--- config.mk ---
export PLATFORM = sky130hd
export DESIGN_NAME = commit_unit
export DESIGN_NICKNAME = d
export VERILOG_FILES = /design/src/rtl/commit_unit.sv
export SDC_FILE = /design/constraint.sdc
export NUM_CORES = 1
export LEC_CHECK = 0
export CORE_MARGIN = 2
export CORE_UTILIZATION = 49
export DETAILED_ROUTE_END_ITERATION = 8
export GPL_ROUTABILITY_DRIVEN = 0
export PLACE_DENSITY_LB_ADDON = 0.1
export SETUP_SLACK_MARGIN = 0.5
export SLEW_MARGIN = 5
export SYNTH_ARGS = -nofsm -noshare
export SYNTH_HDL_FRONTEND = slang
export SYNTH_SLANG_ARGS = --single-unit
--- constraint.sdc ---
create_clock -name clk -period 4.9 [get_ports clk]
set_input_delay 0.98 -clock clk [delete_from_list [all_inputs] [get_ports clk]]
set_output_delay 0.98 -clock clk [all_outputs]
set_load 0.02 [all_outputs]
--- src/rtl/commit_unit.sv ---
// commit_unit: in-order retirement buffer; out-of-order writeback, one commit per cycle.
module commit_unit #(
  parameter int WIDTH   = 31,
  parameter int A_WIDTH = 4,
  parameter int T_WIDTH = 2
) (
  input  logic               clk,
  input  logic               resetN,
  input  logic               dispValid,
  input  logic [A_WIDTH:0]   dispDest,
  input  logic               dispWritesReg,
  output logic               dispReady,
  output logic [T_WIDTH:0]   dispTag,
  input  logic               wbValid,
  input  logic [T_WIDTH:0]   wbTag,
  input  logic [WIDTH:0]     wbData,
  input  logic               flush,
  output logic               regWrite,
  output logic [A_WIDTH:0]   wraddress,
  output logic [WIDTH:0]     wdata,
  output logic               validCommit,
  output logic [T_WIDTH:0]   commitTag,
  output logic [T_WIDTH+1:0] count
);
  localparam int DEPTH = 2 ** (T_WIDTH + 1);
  localparam logic [T_WIDTH+1:0] L_FULL = (T_WIDTH + 2)'(DEPTH);
  logic [DEPTH-1:0]   r_valid;
  logic [DEPTH-1:0]   r_ready;
  logic [DEPTH-1:0]   r_wr;
  logic [A_WIDTH:0]   r_dest [DEPTH];
  logic [WIDTH:0]     r_data [DEPTH];
  logic [T_WIDTH:0]   r_head;
  logic [T_WIDTH:0]   r_tail;
  logic [T_WIDTH+1:0] r_count;
  logic               r_regWrite;
  logic               r_validCommit;
  logic [A_WIDTH:0]   r_wraddress;
  logic [WIDTH:0]     r_wdata;
  logic [T_WIDTH:0]   r_commitTag;
  logic               w_retire;
  logic               w_disp;
  assign dispReady   = r_count != L_FULL;
  assign dispTag     = r_tail;
  assign count       = r_count;
  assign regWrite    = r_regWrite;
  assign validCommit = r_validCommit;
  assign wraddress   = r_wraddress;
  assign wdata       = r_wdata;
  assign commitTag   = r_commitTag;
  // an empty buffer has no valid head, so no separate empty check is needed
  assign w_retire = r_valid[r_head] & r_ready[r_head];
  assign w_disp   = dispValid & dispReady;
  always_ff @(posedge clk or negedge resetN) begin
    if (!resetN) begin
      r_valid       <= '0;
      r_ready       <= '0;
      r_wr          <= '0;
      r_dest        <= '{default: '0};
      r_data        <= '{default: '0};
      r_head        <= '0;
      r_tail        <= '0;
      r_count       <= '0;
      r_regWrite    <= 1'b0;
      r_validCommit <= 1'b0;
      r_wraddress   <= '0;
      r_wdata       <= '0;
      r_commitTag   <= '0;
    end else if (flush) begin
      r_valid       <= '0;
      r_ready       <= '0;
      r_head        <= '0;
      r_tail        <= '0;
      r_count       <= '0;
      r_regWrite    <= 1'b0;
      r_validCommit <= 1'b0;
    end else begin
      if (wbValid && r_valid[wbTag]) begin
        r_ready[wbTag] <= 1'b1;
        r_data[wbTag]  <= wbData;
      end
      // retire clears after writeback so a late writeback to the head cannot revive it
      if (w_retire) begin
        r_valid[r_head] <= 1'b0;
        r_ready[r_head] <= 1'b0;
        r_head          <= r_head + 1'b1;
        r_wraddress     <= r_dest[r_head];
        r_wdata         <= r_data[r_head];
        r_commitTag     <= r_head;
      end
      if (w_disp) begin
        r_valid[r_tail] <= 1'b1;
        r_ready[r_tail] <= 1'b0;
        r_wr[r_tail]    <= dispWritesReg;
        r_dest[r_tail]  <= dispDest;
        r_tail          <= r_tail + 1'b1;
      end
      r_count <= (w_disp && !w_retire) ? r_count + 1'b1 :
                 (!w_disp && w_retire) ? r_count - 1'b1 : r_count;
      r_validCommit <= w_retire;
      r_regWrite    <= w_retire && r_wr[r_head] && (r_dest[r_head] != '0);
    end
  end
endmodule

# Word-level counts from Yosys, hierarchy flattened
# Index checks and enable logic that the tools add are counted.
[op_classes]
eq_ne = 1
bitwise = 13
mux = 46
add_sub_neg = 4
n_reduce_logical = 19
magnitude_cmp = 11
[ops]
columns = ["operator", "n"]
rows = [
  ["256-bit bitwise mux", 1],
  ["32-bit binary-select mux with 3-bit select", 1],
  ["32-bit demux with 3-bit select", 1],
  ["32-bit two-way mux", 3],
  ["8-bit two-way mux", 10],
  ["40-bit bitwise mux", 1],
  ["8-bit bitwise AND", 3],
  ["8-bit inverter", 2],
  ["8-bit bitwise OR", 2],
  ["5-bit binary-select mux with 3-bit select", 1],
  ["5-bit demux with 3-bit select", 1],
  ["5-bit two-way mux", 3],
  ["1-bit binary-select mux with 3-bit select", 4],
  ["4-bit >= comparator (second input constant)", 3],
  ["3-bit by 4-bit less-than comparator with 1-bit output (second input constant)", 3],
  ["3-bit two-way mux", 4],
  ["4-bit two-way mux", 3],
  ["3-bit inverter with 4-bit output", 3],
  ["1-bit logical AND", 10],
  ["1-bit demux with 3-bit select", 3],
  ["3-bit by 1-bit >= comparator with 1-bit output (second input constant)", 3],
  ["1-bit two-way mux", 9],
  ["8-bit bitwise mux", 1],
  ["4-bit by 1-bit less-than comparator with 1-bit output (second input constant)", 2],
  ["11 further kinds", 17],
]
[totals]
ff_bits = 372
input_bits = 46
wordCells = 121

# Longest topological paths before layout
# Gate-level depths: netlist of run 1.
[depth]
word_depth = 13
ltp_mapped = 13
depth_no_buf = 10

# Worst setup path before layout of run 1
# OpenSTA, ideal clock, no wires.
[synth_timing]
kind = "register -> register"
startpoint = "reg r_head[2]"
endpoint = "reg r_count[1] (netlist: count[1])"
stages_incl_launch_ff = 12
path_slack_ns = 1.987
path_buffers = 2
arrival_time_ns = 2.848
t_required_ns = 4.835
setup_time_ns = 0.065
path_cell_list = "dfrtp_1 -> clkbuf_1 -> nor2b_1 -> o211ai_1 -> o21ai_1 -> clkbuf_1 -> o21ai_0 -> inv_1 -> fa_1 -> or3_1 -> a211o_1 -> nand2_1"
[synth_between]
elab_chain_len = 7
elab_cells_between_ends = 11
[synth_lines]
columns = ["item", "line_no", "text"]
rows = [
  ["from (decl)", "32", "logic [T_WIDTH:0] r_head;"],
  ["from (signal assigned)", "85", "r_head <= r_head + 1'b1;"],
  ["1-bit binary-select mux with 3-bit select", "51", "assign w_retire = r_valid[r_head] & r_ready[r_head];"],
  ["1-bit two-way mux (not written as such)", "51", ""],
  ["1-bit bitwise AND (*)", "51", ""],
  ["1-bit logical NOT", "97", "r_count <= (w_disp && !w_retire) ? r_count + 1'b1 :"],
  ["1-bit logical AND", "97", ""],
  ["4-bit two-way mux", "97", ""],
  ["4-bit two-way mux", "68", "end else if (flush) begin"],
  ["to (signal assigned)", "97", ""],
  ["to (decl)", "34", "logic [T_WIDTH+1:0] r_count;"],
]
# Mark *: on every way between the ends. The rest lies on a longest branch, timed or not. The select of a mux whose other input is x is not followed.
# A chain may end at the register's enable or synchronous reset.

# Worst setup path after layout of run 1
[layout_timing]
startpoint = "reg r_head[0]"
endpoint = "reg r_count[1] (netlist: count[1])"
# The elaborated chain is that of the path after synthesis.

==> summary.txt, run 1 <==
Outcome
  – Status: finished, final reports clean

Placed design
  – PortBufs: 95
  – DP Wirelength: ~21000 µm

Timing
  – Fin. max-slew vios: 0
  – Setup TNS: 0 ps
  – Final Hold Viols: 0
  – Worst-Margin Slew: approximately 1100 ps
  – Fin crit period: approximately 3500 ps
  – Setup violations, final: 0
  – Slew HR: ~30%
  – Fmax: 0.285 GHz
  – Final period utilization: between 70% and 80%
  – Clk_skew: 10.5 ps
  – RSZ-0062 raised after global routing: false

Power and ir drop
  – LEAKAGE: ~9.2 nW
  – PD cells: 381 nW/µm²
  – Maximum VDD drop: roughly 0.21 mV

Logic synthesis
  – Synth top area share: 55.5%
  – Synth cell count leaders: 374 x mux2_2, 372 x dfrtp_1, 76 x mux4_2, 29 x clkbuf_1, 28 x buf_2
  – Ys flop type: dfrtp_1
  – Most frequent cell after synthesis: mux2_2
  – Distinct cells, synth: 56
  – Yosys warnings: 0
  – Top cell type by total area after synthesis: dfrtp_1
  – Post-synthesis sequential area ratio: a little under three fifths
  – Synth Net Count: between 1000 and 1500
  – EDFF count, synth: 0
  – Synth async-reset ratio: 100%
  – Avg Cell Area, Syn: about 16 µm²
  – Synthesized area: approximately 17000 µm²
  – Synth top area cells: dfrtp_1 55%, mux2_2 25%, mux4_2 10%
  – Yosys reg bits: 372
  – Synth Instances: 1080

Clocking
  – # hold bufs at CTS: 0
  – Latest clock arrival within the worst-skew pair: between 500 and 600 ps
  – Clock Tree Buf Depth: 3
  – Htree depth: 2
  – Root Driver: clkbuf_16
  – CTS resizes: 0
  – CTS clk-pin slew, worst paths: roughly 50 ps
  – Cts bufs inserted: 42
  – Clk sinks: 372
  – CTS tree: done
  – Setup bufs post-CTS: 0

Cells and area
  – Post-Route Utilization: between 50% and 60%
  – Area delta synth->final: 17.9%
  – Final nets: 1223
  – Ratio of cells with drive above 1 in the final layout: between 40% and 50%

Detailed routing
  – DRT iter0 DRCs: approximately 600
  – Drt total wl: approximately 36000 µm
  – Total number of vias: between 9000 and 10000
  – Wire per inst: between 20 and 25 µm
  – Drt via density: approximately 5.8
  – First-pass DRT Iterations: 5
  – Post-DRT Antenna Nets: 0
  – Number of remaining DRC errors: 0

Run
  – Max-Cap Viols: 0

GRT
  – Vias in the first global route: ~10000
  – Largest net degree at the start of global routing: 98
  – First-pass GRT wire length: roughly 58000 µm
  – GRT Overall Usage: a little over a fifth
  – Initial antenna violation count: 2
  – Global route total overflow: 0

Setup path
  – Worst path required time: between 5000 and 6000 ps
  – Reg2reg path depth: 9
  – Crit Path Class: flip-flop to flip-flop
  – Critical Path AT: approximately 4000 ps
  – CP Capture Type: flip-flop
  – Cell mode on critical path: inv_1
  – Max stage delay on crit path: around 1100 ps
  – Critical path fanouts, max: 53
  – CP startpoint kind: flip-flop
  – Crit-path slowest cell: dfrtp_4
  – Cell Chain, Critical Path: inv_1 > a32oi_1 > nand3_1 > o21ai_0 > inv_1 > fa_1 > or3_1 > a211o_1 > nand2_1

Floorplan
  – Die height: 189 µm
  – Core area: around 34000 µm²
  – Initial core utilization: between 40% and 50%
  – Row count: 67
  – Die span in x: 189 µm
  – I/O pin cnt: 96
  – Die area: roughly 36000 µm²

Worst hold path
  – Worst hold path type: primary input to async pin
stage by stage:
stage	instances	setup slack, ps	hold slack, ps	cell area [µm²]	total power, W
finish	1652	1390	464	19800	0.00754
global route	1652	1060	497	19800	0.00788
CTS	1651	1350	483	19800	0.00765
detailed placement	1576	998	471	18200	0.00413
global placement	1576	1110	465	18200	0.00411
floorplan	1080	1990	452	16800	0.00386
flip-flops by register name, summed over array words and instances, names as in the netlist:
| register | count |
|---|---|
| r_data | 256 |
| r_dest | 40 |
| wdata | 32 |
| r_ready | 8 |
| r_valid | 8 |
| r_wr | 8 |
| wraddress | 5 |
| count | 4 |
| commitTag | 3 |
| dispTag | 3 |
| r_head | 3 |
| regWrite | 1 |
| validCommit | 1 |
per-layer routing:
layer  track usage (%)  share of wire [%]  up-vias
li1                  -                  -     4247
met1              30.3                 46     5069
met2              32.8                 48      197
met3              3.58                4.1       41
met4              5.32                1.7        2
met5                 0              0.045        -
kinds of logic after synthesis:
group                      Yosys count  synth area share, %
AOI/OAI and AO/OA                   53                 2.33
xor gates and xnor gates             3                0.157
adders and majority gates            5                0.417
buffers and inverters               79                 2.13
DFF                                372                 55.5
muxes                              458                 35.8
and+or+nand+nor                    110                 3.70
report_power, final:
| part | switching (W) | internal, W |
|---|---|---|
| Combinational | 0.000275 | 0.000369 |
| Clock | 0.00122 | 0.00225 |
| Sequential | 0.000120 | 0.00330 |
worst max-delay path, delay by kind of cell (launching register included):
| family | cells | cell delay, ps |
|---|---|---|
| adder cells (fa/ha/maj) | 1 | 460 |
| flip-flops | 1 | 1070 |
| AO/OA/AOI/OAI | 3 | 910 |
| AND/OR/NAND/NOR | 3 | 550 |
| buffers and inverters | 2 | 430 |
worst paths after layout:
kind,start,to,slack (ps)
worst max-delay path,r_head[0],count[1],1390
worst min-delay path,resetN,r_dest[38],460
worst max register to register,r_head[0],count[1],1390
worst min register to register,r_data[125],r_data[125],480
max in group asynchronous,resetN,r_head[0],3350
min in group clk,r_data[125],r_data[125],480
area by class of cell:
class / count / area [µm²]
fillers: 2644 / 13800
inverters: 8 / 30.0
multi-input cells: 629 / 7150
clock buffers: 60 / 1250
clock inverters: 15 / 307
flip-flops and latches: 372 / 9320
diodes: 1 / 2.50
well taps: 448 / 561
repair buffers: 119 / 1170
cell usage in the layout, fill, tap and decap left out, drive strengths merged, types with 2 or more instances in the layout:
master and n:
nor2b 4, a41oi 2, nor4b 2, a21o 2, a2111oi 4, and3 4
dfrtp 372, nand3b 3, mux2 381, a211o 3, o22ai 4, clkdlybuf4s50 93
nor3 21, or3 3, a31oi 2, mux4 76, inv 8, nand2b 5
clkinv 5, ha 4, clkbuf 60, a21oi 10, nor4 10, o32ai 2
a21bo 2, nand2 24, nand3 17, xor2 2, o21bai 3, bufinv 9
nor2 14, buf 26, o21ai 8
Note: power is estimated with default switching activity, not from simulation.
==> run 2, diff against run 1 <==
==> constraint.sdc (replaced) <==
create_clock -name clk -period 3.25 [get_ports clk]
set_input_delay 0.65 -clock clk [delete_from_list [all_inputs] [get_ports clk]]
set_output_delay 0.65 -clock clk [all_outputs]
set_load 0.02 [all_outputs]
==> run 2 against run 1 <==
Flip-flop and latch count is the same. Global-route usage grew 0.31 points. Core utilization grew 0.67 points. Via count grew 0.87%. Cell count grew 2.1%. Sequential power grew 51%. Register-to-register slack lost 780 ps. Non-clock buffer count grew 37. Sequential share of layout area shrank 0.52 points. Setup slack lost 800 ps. Highest routed layer is now met4.
==> summary.txt, run 2 (synthesized netlist as in run 1, its figures left out) <==
Cells and area
  – Final nets: about 1300
  – Top reg by flops: r_data
  – Final cell count without fillers: 1686
  – Diode count: 0
  – # fillers: 2608
  – Reg area: approximately 9300 µm²
  – Ratio of cells with drive above 1 in the final layout: roughly half
  – Multi-input logic area: 7170 µm²
  – Most frequent cells in the layout: 374 x mux2_2, 367 x dfrtp_1, 92 x clkdlybuf4s50_1
  – Area delta synth->final: 19.2%
  – Leading cell type in the layout, fill and taps excluded: mux2_2
  – Max FFs per register: about 260

Power and ir drop
  – LEAKAGE: just over 9 nW
  – Sequential Power Share: between 40% and 50%
  – Sw frac: approximately 22%
  – PD cells: 543 nW/µm²
  – Logic pwr share: 9.2%
  – Pint: approximately 0.0084 W
  – Clock share of power: 43.2%
  – Total net switching power: approximately 0.0024 W
  – Maximum VDD drop: about 0.42 mV
  – Overall Power: 0.0109 W

Detailed routing
  – Drt via density: 5.72
  – DRT iter0 DRCs: 490
  – Post-DRT Antenna Nets: 0
  – Total number of vias: just under 10000
  – Number of remaining DRC errors: 0
  – First-pass DRT Iterations: 5
  – Drt total wl: around 36000 µm
  – Wire per inst: ~21 µm

Placed design
  – Dpl cells: about 1600
  – DP Wirelength: 22300 µm
  – PortBufs: 95

Setup path
  – Worst path required time: ~3700 ps
  – CP startpoint kind: primary input
  – R2r setup slk: a little over 600 ps
  – Critical Path AT: 3070 ps
  – Crit-path slowest cell: nor4_4
  – Cell Chain, Critical Path: clkdlybuf4s50_1 > mux2_1 > a22oi_1 > or2_0 > nor4_4 > buf_4 > mux2_2
  – Critical path fanouts, max: 9
  – CP Capture Type: flip-flop
  – Reg2reg path depth: 9
  – Crit Path Class: primary input to flip-flop
  – Max stage delay on crit path: around 550 ps

Floorplan
  – Row count: 67
  – Die area: between 30000 and 40000 µm²
  – Core area: around 34000 µm²
  – Die height: about 190 µm
  – I/O pin cnt: 96
  – Initial core utilization: between 40% and 50%
  – Die span in x: roughly 190 µm

Clocking
  – Clock Tree Buf Depth: 3
  – Htree depth: 2
  – Root Driver: clkbuf_16
  – CTS tree: done
  – Cts bufs inserted: 41
  – CTS clk-pin slew, worst paths: around 60 ps
  – Clk sinks: ~370
  – Latest clock arrival within the worst-skew pair: approximately 530 ps

Timing
  – Fin crit period: between 2000 and 3000 ps
  – Fmax: roughly 0.38 GHz
  – Setup TNS: 0 ps
  – Setup violations, final: 0
  – Fin. max-slew vios: 0
  – RSZ-0062 raised after global routing: false
  – Worst-Margin Slew: roughly 670 ps
  – Clk_skew: 12.5 ps
  – Slew HR: 54.8%
  – Final period utilization: 82.0%
  – Final Hold Viols: 0

GRT
  – Initial antenna violation count: 0
  – Global route total overflow: 0
  – Vias in the first global route: ~10000
  – GRT Overall Usage: between 20% and 30%
  – First-pass GRT wire length: 59500 µm
  – Largest net degree at the start of global routing: 70

Worst hold path
  – Worst hold path type: primary input to async pin

Run
  – Max-Cap Viols: 0

Outcome
  – Status: finished, final reports clean
run 2: cell count changes in the layout (fill, tap and decap cells not counted), moves of 2 or more:
| cell | change |
|---|---|
| buf_12 | +8 |
| buf_4 | +28 |
| bufinv_16 | -6 |
| clkbuf_16 | -2 |
| clkbuf_8 | +3 |
| clkinv_2 | +3 |
| dfrtp_1 | -2 |
| dfrtp_2 | +2 |
| o21ai_2 | +2 |
run 2: cell type report:
class	instances	area share (%)
clock buffer	62	6.23
clock inverter	11	0.669
inverter	8	0.150
multi-input combinational	629	35.8
sequential	372	46.6
tap	448	2.80
timing repair buffer	156	7.74
run 2: worst paths after layout:
check | startpoint | end
setup / recovery | wbTag[2] | r_data[233]
hold / removal | resetN | r_dest[35]
setup reg to reg | r_head[2] | count[1]
hold reg to reg | r_data[98] | r_data[98]
max in group asynchronous | resetN | commitTag[0]
min in group clk | r_data[98] | r_data[98]
run 2: repair_timing:
action,in CTS,in global routing
pin swaps,0,0
resized for setup,1,3
setup endpoints to repair,2,1
hold buffers,0,0
setup buffers,1,6
run 2: worst max-delay path, delay by kind of cell:
kind | cells | cell delay (ps)
mux | 2 | 590
simple gates | 2 | 900
compound gates | 1 | 110
buf+inv | 2 | 810
run 2: layer usage:
metal  global-route usage (%)  share of wire, %
met3                     2.78               3.4
met1                     30.0                46
met5                        0                 0
met4                     4.69               1.9
met2                     35.1                49
run 2: stage by stage:
step | hold WS, ps | util (%) | setup slack, ps | area (µm²)
2_1_floorplan | 354 | - | 504 | 16800
3_5_place_dp | 471 | 55.2 | 8.96 | 18600
4_1_cts | 110 | 59.4 | 546 | 20000
6_report | 94.4 | 59.5 | 583 | 20000
5_1_grt | 125 | 59.5 | 487 | 20000
3_3_place_gp | 465 | 55.2 | 56.1 | 18600
run 2: power by group through the flow:
stage / sequential [W] / clock, W / combinational (W)
2_1_floorplan: 0.00520 / 0 / 0.000627
3_3_place_gp: 0.00524 / 0 / 0.000988
3_5_place_dp: 0.00524 / 0 / 0.00101
4_1_cts: 0.00517 / 0.00482 / 0.00101
5_1_grt: 0.00521 / 0.00503 / 0.00110
6_report: 0.00517 / 0.00470 / 0.000999
